--- src/rtl/wsc_pkg.sv ---
// wsc_pkg: shared types and helpers for the wolf/sheep/cabbage crossing monitor.
//   wsc_state_t  : packed {t, w, s, c} model state, 1 = far bank
//   wsc_fault_e  : fault codes reported on fault_code
//   wsc_move_e   : item inferred to have crossed with the farmer
//   WSC_SOLVED   : every item and the farmer on the far bank
//   wsc_unsafe() : a bank is unsafe with wolf+sheep or sheep+cabbage left without the farmer
//   wsc_moved()  : decode the item bits of a state delta
package wsc_pkg;

   typedef struct packed {
      logic t;
      logic w;
      logic s;
      logic c;
   } wsc_state_t;

   typedef enum logic [2:0] {
      F_NONE     = 3'd0,
      F_START    = 3'd1,
      F_NO_CROSS = 3'd2,
      F_MULTI    = 3'd3,
      F_STRAND   = 3'd4,
      F_UNSAFE   = 3'd5,
      F_TIMEOUT  = 3'd6
   } wsc_fault_e;

   typedef enum logic [2:0] {
      MV_NONE  = 3'd0,
      MV_W     = 3'd1,
      MV_S     = 3'd2,
      MV_C     = 3'd3,
      MV_MULTI = 3'd4
   } wsc_move_e;

   localparam wsc_state_t WSC_SOLVED = 4'b1111;

   function automatic logic wsc_unsafe(input wsc_state_t n);
      return ((n.w == n.s) && (n.t != n.s)) || ((n.s == n.c) && (n.t != n.s));
   endfunction

   // d holds the {w, s, c} delta bits only; the farmer bit is checked separately
   function automatic wsc_move_e wsc_moved(input logic [2:0] d);
      case (d)
         3'b000:  return MV_NONE;
         3'b100:  return MV_W;
         3'b010:  return MV_S;
         3'b001:  return MV_C;
         default: return MV_MULTI;
      endcase
   endfunction

endpackage

--- src/rtl/wsc_visited.sv ---
// wsc_visited: 16-entry visited-state bitmap.
//   clk, rst (sync, active-low)
//   clr     : clear every entry; a simultaneous set_en still marks set_idx
//   set_en  : mark set_idx as visited at the edge
//   set_idx : state index to mark and to look up
//   hit     : combinational read of the entry at set_idx (value before this edge)
module wsc_visited (
   input  logic       clk,
   input  logic       rst,
   input  logic       clr,
   input  logic       set_en,
   input  logic [3:0] set_idx,
   output logic       hit
);

   logic [15:0] map_q;
   logic [15:0] map_nxt;

   always_comb begin
      map_nxt = clr ? 16'h0000 : map_q;
      if (set_en) map_nxt[set_idx] = 1'b1;
   end

   always_ff @(posedge clk) begin
      if (!rst) map_q <= 16'h0000;
      else      map_q <= map_nxt;
   end

   assign hit = map_q[set_idx];

endmodule

--- src/rtl/wsc_monitor.sv ---
// wsc_monitor: run-time rule checker for the wolf/sheep/cabbage crossing model.
//   clk, rst (sync, active-low)
//   start      : arm pulse, priority over all checks; state_i must be 0000
//   state_i    : model state {t, w, s, c}
//   busy       : in RUN
//   solved     : in SOLVED
//   fault      : in FAULT
//   fault_code : wsc_fault_e code of the latched fault
//   cross_cnt  : legal crossings since the last start
//   revisit    : sticky, a state was re-entered during this run
//
// state  | meaning
// IDLE   | after reset, waiting for start; state_i ignored
// RUN    | checking one crossing per edge
// SOLVED | reached 1111; outputs hold until start/reset
// FAULT  | rule broken or crossing budget used up; outputs hold
module wsc_monitor
   import wsc_pkg::*;
#(
   parameter int CNT_W = 6,
   parameter int LIMIT = 31
) (
   input  logic             clk,
   input  logic             rst,
   input  logic             start,
   input  logic [3:0]       state_i,
   output logic             busy,
   output logic             solved,
   output logic             fault,
   output logic [2:0]       fault_code,
   output logic [CNT_W-1:0] cross_cnt,
   output logic             revisit
);

   localparam logic [1:0] S_IDLE   = 2'd0;
   localparam logic [1:0] S_RUN    = 2'd1;
   localparam logic [1:0] S_SOLVED = 2'd2;
   localparam logic [1:0] S_FAULT  = 2'd3;

   logic [1:0]       st_q;
   wsc_state_t       prev_q;
   wsc_fault_e       code_q;
   logic [CNT_W-1:0] cnt_q;
   logic             rev_q;

   wsc_state_t       cur;
   logic [3:0]       d;
   wsc_move_e        mv;
   wsc_fault_e       chk;
   logic             stranded;
   logic [CNT_W-1:0] cnt_nxt;
   logic             vis_set;
   logic             vis_hit;

   assign cur     = state_i;
   assign d       = state_i ^ prev_q;
   assign mv      = wsc_moved(d[2:0]);
   assign cnt_nxt = cnt_q + 1'b1;

   // the moved item has to start on the farmer's bank
   always_comb begin
      stranded = 1'b0;
      case (mv)
         MV_W:    stranded = (prev_q.w != prev_q.t);
         MV_S:    stranded = (prev_q.s != prev_q.t);
         MV_C:    stranded = (prev_q.c != prev_q.t);
         default: stranded = 1'b0;
      endcase
   end

   always_comb begin
      chk = F_NONE;
      if (!d[3])                chk = F_NO_CROSS;
      else if (mv == MV_MULTI)  chk = F_MULTI;
      else if (stranded)        chk = F_STRAND;
      else if (wsc_unsafe(cur)) chk = F_UNSAFE;
   end

   assign vis_set = start || ((st_q == S_RUN) && (chk == F_NONE));

   wsc_visited u_visited (
      .clk     (clk),
      .rst     (rst),
      .clr     (start),
      .set_en  (vis_set),
      .set_idx (state_i),
      .hit     (vis_hit)
   );

   always_ff @(posedge clk) begin
      if (!rst) begin
         st_q   <= S_IDLE;
         prev_q <= '0;
         code_q <= F_NONE;
         cnt_q  <= '0;
         rev_q  <= 1'b0;
      end else if (start) begin
         prev_q <= cur;
         cnt_q  <= '0;
         rev_q  <= 1'b0;
         if (state_i != 4'b0000) begin
            st_q   <= S_FAULT;
            code_q <= F_START;
         end else begin
            st_q   <= S_RUN;
            code_q <= F_NONE;
         end
      end else if (st_q == S_RUN) begin
         if (chk != F_NONE) begin
            st_q   <= S_FAULT;
            code_q <= chk;
         end else begin
            cnt_q  <= cnt_nxt;
            prev_q <= cur;
            if (vis_hit) rev_q <= 1'b1;
            // solving on the last allowed crossing is still a solve
            if (cur == WSC_SOLVED) begin
               st_q <= S_SOLVED;
            end else if (cnt_nxt == CNT_W'(LIMIT)) begin
               st_q   <= S_FAULT;
               code_q <= F_TIMEOUT;
            end
         end
      end
   end

   assign busy       = (st_q == S_RUN);
   assign solved     = (st_q == S_SOLVED);
   assign fault      = (st_q == S_FAULT);
   assign fault_code = code_q;
   assign cross_cnt  = cnt_q;
   assign revisit    = rev_q;

endmodule

--- config.mk ---
export PLATFORM = sky130hd
export DESIGN_NAME = wsc_monitor
export DESIGN_NICKNAME = d
export VERILOG_FILES = /design/src/rtl/wsc_pkg.sv /design/src/rtl/wsc_visited.sv /design/src/rtl/wsc_monitor.sv
export SDC_FILE = /design/constraint.sdc
export NUM_CORES = 1
export LEC_CHECK = 0
export ABC_AREA = 1
export CAP_MARGIN = 20
export CORE_MARGIN = 2
export CORE_UTILIZATION = 56
export DETAILED_ROUTE_END_ITERATION = 10
export PLACE_DENSITY = 0.79
export SLEW_MARGIN = 20
export SYNTH_ARGS = -nofsm -noshare
export SYNTH_HDL_FRONTEND = slang
export SYNTH_SLANG_ARGS = --single-unit
--- constraint.sdc ---
create_clock -name clk -period 2.4 [get_ports clk]
set_clock_uncertainty 0.2 [all_clocks]
set_input_delay 0.36 -clock clk [delete_from_list [all_inputs] [get_ports clk]]
set_output_delay 0.36 -clock clk [all_outputs]
set_load 0.1 [all_outputs]
==> run metrics, run 1 <==
share of layout cells above drive strength 1 0.207; Max-Cap Viols 0; Adder-Cell Fraction of Synth Area 0.0400; register share of total power 0.435; placed cell areas 2160 sq um; leak pwr 0.00106 uW; routed len/inst 12.0 microns; synth warn 0; Synth Area in Compound Gates 0.169; Worst Hold Class flop to flop; largest area contributor in the netlist dfxtp_1; clock share of power 0.316; initial antenna violation count 0; dpl hpwl 2.92 mm; vias in the first global route 1,530; Setup TNS 0 ns; Area growth syn-to-layout 19.7%; Filler cells 275; Vert. Die Dim 61.9 microns; clock transition at the registers of the reported paths 0.10 ns; Core Region 3280 sq um; Post-CTS Repair Setup Buffers 0; clock tree buffer depth 2; diode count 0; WL final 4.12 mm; htree depth 2; status finished, final reports clean; arrival time worst endpoint 2.27 ns; sw power 430 uW; fin util 0.684; CP endpoint kind flop; Hold Vio Cnt, Final 0; CP Data Required Time 2.42 ns; post-synthesis simple-gate area fraction 0.314; gpl congestion 0.849; synthesized area 1880 sq um; Vias 1,824; total track usage 0.238; commonest non-fill, non-tap cell in the layout nand2_1; DRT antenna net count 0; grt total ovfl 0; maximum VDD drop 0.000404 V; hold path depth 2; Die W 61.9 microns; Seq/Total Area, Yosys 0.342; fin nets 311; RSZ-0062 raised after global routing no; Rel. slew slack 0.665; min cycle time layout 2.26 ns; DR DRC count 0; Post-Synth XOR/XNOR Area 0.0227; drt via density 5.29; main combinational cell family by area after synthesis simple AND/OR/NAND/NOR gates; port bufs 19; Unique masters post-synth 32; top area cells in the synthesized netlist dfxtp_1 (34%), nand2_1 (11%), nand3_1 (10%); clock latency on the worst-skew pair 0.34 ns; Power per Cell Area 578 nW/um^2; Int Pwr 869 uW; CTS tree built; combinational power share 0.249; Synth Net Count 278; crit start category input port; Synth Instances 265; Max Slew Vio Count 0; R2R cell count 12; CTS buffer count 5; final instance area 2250 sq um; mux share of post-synthesis cell area 0; Initial DRT Pass Iterations 5; first-pass GRT wire length 6.57 mm; crit path max fanout 6; Clock Tree Root clkbuf_4; fmax 443 MHz; WHS 0.255 ns; top cell type's share of synthesized area 0.342; Die Footprint 3830 sq um; # IOs 20; Final period util 0.940; endpoints failing setup 0; largest net degree at the start of global routing 25; Iter 0 DRT Violations 101; clk sinks 32; Sw Ratio 0.331; kind of critical path input port to flop; Avg Cell Area, Syn 7.08 sq um; most frequent cells in the layout nand2_1 (55), nand3_1 (38), inv_1 (32); initial core utilization 0.571; actual slew at the worst max-slew pin 0.502 ns; Yosys reg bits 32; row count 21
==> logic make-up after synthesis <==
kind of cell / Yosys count
adders and majority gates: 6
AOI/OAI and AO/OA: 53
xor gates and xnor gates: 4
buffers and inverters: 45
DFF: 32
and+or+nand+nor: 125
==> critical path: stages <==
cell and delay [ns]:
clkdlybuf4s50_1 0.50, buf_12 0.13, inv_6 0.03, ha_1 0.28, nand2_1 0.06, nand3_1 0.06
nand2_1 0.05, inv_1 0.04, nand2_1 0.06, inv_1 0.15, nand3_4 0.14, buf_4 0.17
nor3_1 0.16, nor3b_1 0.08
==> through the flow <==
step	total power [uW]	cells	worst slack, ns
final	1300	345	0.144
after global routing	1370	345	0.00810
after CTS	1310	345	0.185
after detailed placement	896	337	-0.171
after global placement	893	337	-0.124
after floorplan	816	265	0.0668
==> sequential cells by signal, indices dropped and copies added (netlist names) <==
signal,flops
fault_code,3
revisit,1
prev_q,4
u_visited.map_q,16
cross_cnt,6
st_q,2
==> routing by layer <==
layer / wire (microns) / vias up / track usage
met2: 1990 / 47 / 0.383
met5: 0 / - / 0
li1: - / 940 / -
met4: 64 / 0 / 0.100
met3: 245 / 9 / 0.0849
met1: 1820 / 828 / 0.287
==> path summary, 6_finish.rpt <==
check | start | end | slack [ns]
worst min register to register | revisit | revisit | 0.25
worst min-delay path | revisit | revisit | 0.25
worst max register to register | prev_q[1] | cross_cnt[4] | 0.38
worst max-delay path | state_i[1] | cross_cnt[4] | 0.14
==> repair_timing <==
item | in CTS | in global routing
hold buffers | 0 | 0
setup endpoints to repair | 0 | 1
resized for setup | 0 | 1
endpoints found under the hold margin | 0 | 0
==> layout make-up <==
type | instances | area (sq um) | share of cell area
Multi-Input combinational cell | 188 | 1030 | 0.461
Sequential cell | 32 | 644 | 0.287
Timing Repair Buffer | 35 | 290 | 0.129
Inverter | 36 | 143 | 0.0635
Tap cell | 46 | 57.6 | 0.0256
Clock buffer | 6 | 41.3 | 0.0184
Clock inverter | 2 | 35.0 | 0.0156
==> cell usage after synthesis <==
cell	number
nor3_1	1
o21bai_1	3
buf_8	1
a221oi_1	1
nand3_2	3
clkbuf_1	4
o21ai_0	16
nand2_4	2
nand2_2	2
o21ai_1	2
nand2_1	55
a21oi_1	23
inv_6	1
nand3_1	38
nor3b_1	2
buf_2	1
xor2_1	3
xnor2_2	1
nand4_1	2
nand3_4	1
o21ai_2	6
o211ai_2	1
buf_6	3
ha_1	6
or2_2	1
nor2_1	17
inv_1	32
nand3b_1	1
inv_2	2
o2111ai_2	1
inv_4	1
dfxtp_1	32
==> power groups by stage <==
stage,Sequential [uW],Combinational (uW),Clock [uW]
final,565,323,411
after global routing,569,352,447
after CTS,565,322,419
after detailed placement,577,319,0
after global placement,577,316,0
after floorplan,624,192,0
No activity file was read; power rests on OpenSTA's default activity.
==> inputs of run 2 (changes only) <==
--- a/config.mk
+++ b/config.mk
@@ -7,6 +7,7 @@
 export LEC_CHECK = 0
 export ABC_AREA = 1
 export CAP_MARGIN = 20
+export CORE_ASPECT_RATIO = 0.9
 export CORE_MARGIN = 2
 export CORE_UTILIZATION = 56
 export DETAILED_ROUTE_END_ITERATION = 10
==> run 2 against run 1 <==
- worst setup slack improved by 0.0054 ns
- largest cell class unchanged
- total power increased by 13%
- clock-buffer cell count increased by 1
- non-clock buffer count increased by 3
- sequential cell count unchanged
- critical endpoint unchanged
- maximum frequency increased by 0.24%
- final cell count decreased by 0.29%
==> run metrics, run 2 (synthesis results as in run 1) <==
Core Region 3110 sq um (-5.2%); vias in the first global route 1,657 (+8.3%); Area growth syn-to-layout 23.3%; Vert. Die Dim 58.9 microns (-4.8%); critical path, cell by cell clkdlybuf4s50_1, buf_4, inv_6, ha_1, nand2_1, nand3_1, nand2_1, inv_1, nand2_1, inv_2, nand3_4, buf_4, o21ai_1, nor3b_2; leak pwr 0.00111 uW (+3.9%); fmax 444 MHz (+0.24%); grt total ovfl 0 (unchanged); status finished, final reports clean; slowest cell delay on critical path 0.45 ns (-0.05 ns); clock transition at the registers of the reported paths 0.06 ns (-0.04 ns); RSZ-0062 raised after global routing no; diode count 0 (unchanged); clock tree buffer depth 2 (unchanged); dpl hpwl 3.04 mm (+4.2%); htree depth 2 (unchanged); CP Data Required Time 2.42 ns (about the same); routed len/inst 12.4 microns (+3.4%); maximum VDD drop 0.000522 V (+29%); clk sinks 32 (unchanged); Max Slew Vio Count 0 (unchanged); initial antenna violation count 0 (unchanged); arrival time worst endpoint 2.27 ns (about the same); Hold Vio Cnt, Final 0 (unchanged); share of layout cells above drive strength 1 0.228 (+0.0211); Max-Cap Viols 0 (unchanged); endpoints failing setup 0 (unchanged); Reg2Reg Setup Slack 0.38 ns (about the same); Die W 65 microns (+5.1%); Rel. slew slack 0.645 (-0.0200); crit start category input port; hold_buf cts 0 (unchanged); RR Startpoint prev_q[1]; clock latency on the worst-skew pair 0.29 ns (-0.05 ns); worst setup path startpoint state_i[1]; fin nets 314 (+0.96%); drt via density 5.27 (-0.26%); total track usage 0.246 (+0.00842); Vias 1,814 (-0.55%); # IOs 20 (unchanged); R2R cell count 12 (unchanged); Worst Hold Class input port to flop; crit path max fanout 5 (-1); kind of critical path input port to flop; Power per Cell Area 632 nW/um^2 (+9.3%); DRT antenna net count 0 (unchanged); CP endpoint kind flop; final instance area 2310 sq um (+3.0%); initial core utilization 0.602 (+0.0312); register area 644 sq um (unchanged); largest net degree at the start of global routing 25 (unchanged); port bufs 19 (unchanged); most frequent cells in the layout nand2_1 (55), nand3_1 (38), buf_4 (32); CTS buffer count 5 (unchanged); post-place setup slack -0.178 ns (-0.00667 ns); actual slew at the worst max-slew pin 0.532 ns (+0.0299 ns); total power 1460 uW (+13%); Final period util 0.938 (-0.00225); most frequent CP cell nand2_1; gpl congestion 0.873 (+2.8%); commonest non-fill, non-tap cell in the layout nand2_1; WL final 4.25 mm (+3.1%); min cycle time layout 2.25 ns (-0.00541 ns); Die Footprint 3830 sq um (about the same); Clock Tree Root clkbuf_8; Largest Register u_visited.map_q; CP endpoint cross_cnt[4]; row count 19 (-9.5%); Iter 0 DRT Violations 90 (-11%); DR DRC count 0 (unchanged); slowest cell on the critical path clkdlybuf4s50_1; placed cell areas 2170 sq um (+0.23%); max FFs per register 16 (unchanged); final setup margin 0.149 ns (+0.00541 ns); reg2reg end cross_cnt[4]; critical path's top delay family buffers and inverters; Initial DRT Pass Iterations 4 (-1); Levels on crit path 14 (unchanged); CP Buf/Inv Count 6 (unchanged); CTS tree built; area of the multi-input gates 1040 sq um (+0.97%); first-pass GRT wire length 7.22 mm (+10%); Filler cells 278 (+1.1%)
==> run 2: worst min path at each step <==
stage | slack [ns] | cells past startpoint | end | startpoint
3_3_place_gp | 0.24 | 2 | revisit | revisit
2_1_floorplan | 0.25 | 2 | u_visited.map_q[10] | u_visited.map_q[10]
3_5_place_dp | 0.25 | 2 | revisit | revisit
6_report | 0.23 | 3 | prev_q[0] | state_i[0]
5_1_grt | 0.27 | 2 | revisit | revisit
4_1_cts | 0.26 | 2 | revisit | revisit
==> run 2: stage by stage <==
step | hold slack [ns] | setup TNS, ns | util | cells
3_3_place_gp | 0.239 | -1.66 | 0.695 | 336
3_5_place_dp | 0.245 | -3.22 | 0.695 | 336
2_1_floorplan | 0.245 | 0 | - | 265
5_1_grt | 0.266 | 0 | 0.743 | 344
6_report | 0.225 | 0 | 0.743 | 344
4_1_cts | 0.255 | 0 | 0.736 | 344
==> run 2: final cells by class <==
cell class,instances,area share
Clock inverter,1,0.0130
Sequential cell,32,0.279
Timing Repair Buffer,38,0.131
Tap cell,42,0.0227
Clock buffer,7,0.0416
Multi-Input combinational cell,188,0.452
Inverter,36,0.0617
==> run 2: repair_timing <==
item	4_1_cts	5_1_grt
setup buffers	0	0
setup endpoints to repair	0	12
endpoints found under the hold margin	0	0
gates resized for setup	0	5
==> run 2: routing by layer <==
metal | GRT usage | vias up | part of all wire
li1 | - | 942 | -
met1 | 0.316 | 820 | 0.46
met2 | 0.405 | 45 | 0.47
met3 | 0.0516 | 7 | 0.049
met4 | 0.103 | 0 | 0.014
met5 | 0 | - | 0
==> run 2: worst register-to-register path, stage by stage (launching register included) <==
cell	delay, ns
dfxtp_1	0.44
nand2_1	0.08
nand2_1	0.11
nand3_2	0.12
nand3_1	0.12
nand3_1	0.07
nand2_1	0.08
nand2_2	0.06
nand2_4	0.09
nand3_4	0.11
buf_4	0.19
o21ai_1	0.11
nor3b_2	0.16
==> run 2: power by group <==
group	switching [uW]	total (uW)	internal, uW
Clock	206	572	366
Combinational	224	325	101
Sequential	14.9	566	551
Total	445	1460	1020
==> patch 1, RTL diff (config.mk and constraints of run 1) <==
Make the reset (`rst`) asynchronous in 2 clocked blocks.
--- a/src/rtl/wsc_visited.sv
+++ b/src/rtl/wsc_visited.sv
@@ -23,3 +23,3 @@
 
-   always_ff @(posedge clk) begin
+   always_ff @(posedge clk or negedge rst) begin
       if (!rst) map_q <= 16'h0000;
--- a/src/rtl/wsc_monitor.sv
+++ b/src/rtl/wsc_monitor.sv
@@ -89,3 +89,3 @@
 
-   always_ff @(posedge clk) begin
+   always_ff @(posedge clk or negedge rst) begin
       if (!rst) begin
Behaviour: differs if rst is asserted again (counterexample within 4 cycles, from zero or initial values and one cycle with rst low); with rst held inactive, the same outputs for 10 cycles.
==> patch 1 against run 1 <==
- synthesized area is 7.5% higher
- power is 0.74% higher
- wire length is 9.3% higher
- sequential cell count stayed put
- setup slack better by 0.066 ns
- clock power down 20%
- via count up 4.6%
- final area increased by 4.6%
==> patch 1: results (changes against run 1) <==
Placed insts: 353 (+4.7%)
Non-clk bufs: 37 (+5.7%)
Synth Area in Compound Gates: 0.0677 (-0.101)
Non-Clock Buffer Area Fraction: 0.125 (-0.00458)
Clock-cell share: 0.0261 (-0.00788)
Inverter count: 23 (-36%)
Post-Synthesis Cells: 281 (+6.0%)
Status: completed
DIE WIDTH: 64.0 µm (+3.4%)
CP top delay family: simple AND/OR/NAND/NOR gates
DRT iter0 DRCs: 149 (+48%)
Place WS: -0.147 ns (+0.0247 ns)
Largest net degree at the start of global routing: 33 (+32%)
Critical path's largest stage delay: 0.63 ns (+0.13 ns)
Internal Power: 0.819 mW (-5.8%)
Finished Layout Cells: 361 (+4.6%)
Final core occ: 0.693 (+0.00907)
Sequential fraction of the synthesis area: 0.397 (+0.0557)
Via density: 5.29 (about the same)
Area of the multi-input gates: 0.00104 mm² (+0.97%)
Xor/xnor share of the synthesized area: 0.0304 (+0.00773)
Largest cells by area after synthesis: dfrtp_1, nand2_1, nand3_1
Async S/R FF share, synth: 1.00 (+1.00)
Fillers: 292 (+6.2%)
Wire per inst: 12.5 µm (+4.5%)
Met1 Track Usage GR: 0.353 (+0.0659)
## patch 1: cell types whose count changed in the layout (fill, tap and decap cells not counted), sizes merged, moves of 3 or more
cell | before | now
dfrtp | 0 | 32
o21bai | 3 | 0
xnor2 | 1 | 4
dfxtp | 32 | 0
nand2 | 59 | 105
o22ai | 0 | 4
nor2 | 17 | 35
a21oi | 23 | 4
nand4 | 2 | 7
nand3 | 42 | 30
o21ai | 24 | 11
inv | 36 | 22
## patch 1: path summary, 6_finish.rpt
check / startpoint / end / cells after the start / slack (ns)
max: state_i[1] / fault_code[1] / 10 / 0.21
min: rst / u_visited.map_q[6] / 2 / 0.21
max reg2reg: prev_q[0] / fault_code[1] / 12 / 0.39
min reg2reg: fault_code[0] / fault_code[0] / 2 / 0.28
max in group asynchronous: rst / cross_cnt[1] / 2 / 1.48
min in group clk: fault_code[0] / fault_code[0] / 2 / 0.28
==> patch 2, RTL diff (flow settings as in run 1) <==
Without the edit above. The parameter `CNT_W` goes from 6 to 4.
--- a/src/rtl/wsc_monitor.sv
+++ b/src/rtl/wsc_monitor.sv
@@ -19,3 +19,3 @@
 #(
-   parameter int CNT_W = 6,
+   parameter int CNT_W = 4,
    parameter int LIMIT = 31
Ports: changed (resized cross_cnt); port bits go from 20 to 18. No check against the original RTL was run, so the function may have changed too.
==> patch 2 against run 1 <==
- critical path type unchanged
- power fell by 12%
- synthesized area down 5.3%
- global-route usage down 0.10 points
- count of clock-buffer cells in the layout up 1
- critical path depth stayed put
- hold slack gained 0.0043 ns
- final area is 5.3% lower
- setup slack better by 0.018 ns
- non-clock buffer count is 2 higher
- final cell count fell by 4.6%
- wire length shrank 6.2%
- combinational power fell by 7.4%
- sequential cell count fell by 2
==> patch 2: results (changes against run 1) <==
Worst min-delay path category: flop to flop
Reg2Reg Setup Slack: 0.45 ns (+0.07 ns)
FF-to-FF path depth: 13 (+1)
CP top delay family: simple AND/OR/NAND/NOR gates
Dpl cell area: 0.00206 mm² (-4.6%)
Total GRT Usage: 0.237 (-0.00103)
Post-CTS setup repair buffer count: 0 (unchanged)
Sequential share of power: 0.462 (+0.027)
Clock root buffer: clkbuf_4
P_clk: 0.313 mW (-24%)
Main synth FF type: dfxtp_1
Initial antenna violation count: 0 (unchanged)
Synth top cells by count: nand2_1, nand3_1, dfxtp_1, inv_1, a21oi_1
FF-to-FF End: fault_code[1]
NetSw: 0.382 mW (-11%)
Min-Delay Endpoint: revisit
Peak VDD IR: 0.000356 V (-12%)
CTS clock-pin slew for the worst setup and hold paths: 0.08 ns (-0.02 ns)
Place WS: -0.213 ns (-0.0413 ns)
First-pass GRT wire length: 6.42 mm (-2.3%)
P_seq: 0.526 mW (-6.9%)
I/O Buffers: 17 (-2)
Slew HR: 0.734 (+0.0692)
Cells resized by post-CTS repair: 0 (unchanged)
1st-pass router iterations: 4 (-1)
Via density: 5.21 (-1.5%)
Sequential fraction of the synthesis area: 0.338 (-0.00329)
Wire per inst: 11.8 µm (-1.7%)
Min-delay src: revisit
Share of layout cells above drive strength 1: 0.221 (+0.0137)
Synth cell types: 32 (unchanged)
Status: completed
Maxcap violations: 0 (unchanged)
Hpwl dp: 2.90 mm (-0.60%)
DRT iter0 DRCs: 46 (-54%)
GPL Wtd Cong: 0.858 (+1.0%)
Vias in the first global route: 1491 (-2.5%)
ANT cells: 0 (unchanged)
Largest cells by area after synthesis: dfxtp_1, nand3_1, nand2_1
Critical path's largest stage delay: 0.52 ns (+0.02 ns)
Syn Nets: 264 (-5.0%)
Leak: 0.979 nW (-8.0%)
Worst-path fanout max: 11 (+5)
NumNets Final: 297 (-4.5%)
Worst r2r src: prev_q[0]
Largest net degree at the start of global routing: 21 (-16%)
Clock tree buffer depth: 2 (unchanged)
patch 2: stage by stage:
stage / instances / hold WS, ns
floorplan: 251 / 0.243
global placement: 321 / 0.244
detailed placement: 321 / 0.243
CTS: 329 / 0.263
global route: 329 / 0.279
finish: 329 / 0.259
patch 2: area by class of cell:
| cell class | count | area (µm²) |
|---|---|---|
| Clock buffer | 7 | 55.1 |
| Clock inverter | 1 | 5.00 |
| Fill cell | 265 | 901 |
| Inverter | 34 | 138 |
| Multi-Input combinational cell | 176 | 968 |
| Sequential cell | 30 | 601 |
| Tap cell | 44 | 55.1 |
| Timing Repair Buffer | 37 | 305 |
patch 2: worst max-delay path by stage:
| stage | start | endpoint | slack, ns | cells after the start |
|---|---|---|---|---|
| global route | state_i[0] | revisit | 0.01 | 15 |
| finish | state_i[1] | fault_code[1] | 0.16 | 14 |
| global placement | state_i[0] | u_visited.map_q[10] | -0.15 | 11 |
| floorplan | cross_cnt[1] | fault_code[0] | 0.06 | 10 |
| CTS | state_i[0] | u_visited.map_q[5] | 0.12 | 11 |
| detailed placement | state_i[0] | u_visited.map_q[14] | -0.21 | 11 |
patch 2: cells by family (layout without fill, tap and decap cells):
| group | after synthesis | count (layout) | synth area share |
|---|---|---|---|
| compound gates | 44 | 44 | 0.134 |
| xor+xnor | 4 | 4 | 0.0240 |
| fa+ha+maj | 6 | 6 | 0.0423 |
| buf+inv | 45 | 79 | 0.119 |
| flops | 30 | 30 | 0.338 |
| simple gates | 122 | 122 | 0.342 |
patch 2: routing by layer:
metal | track usage | wire (µm)
met1 | 0.293 | 1830
met4 | 0.0889 | 57
met5 | 0 | 0
met3 | 0.0649 | 158
met2 | 0.391 | 1820
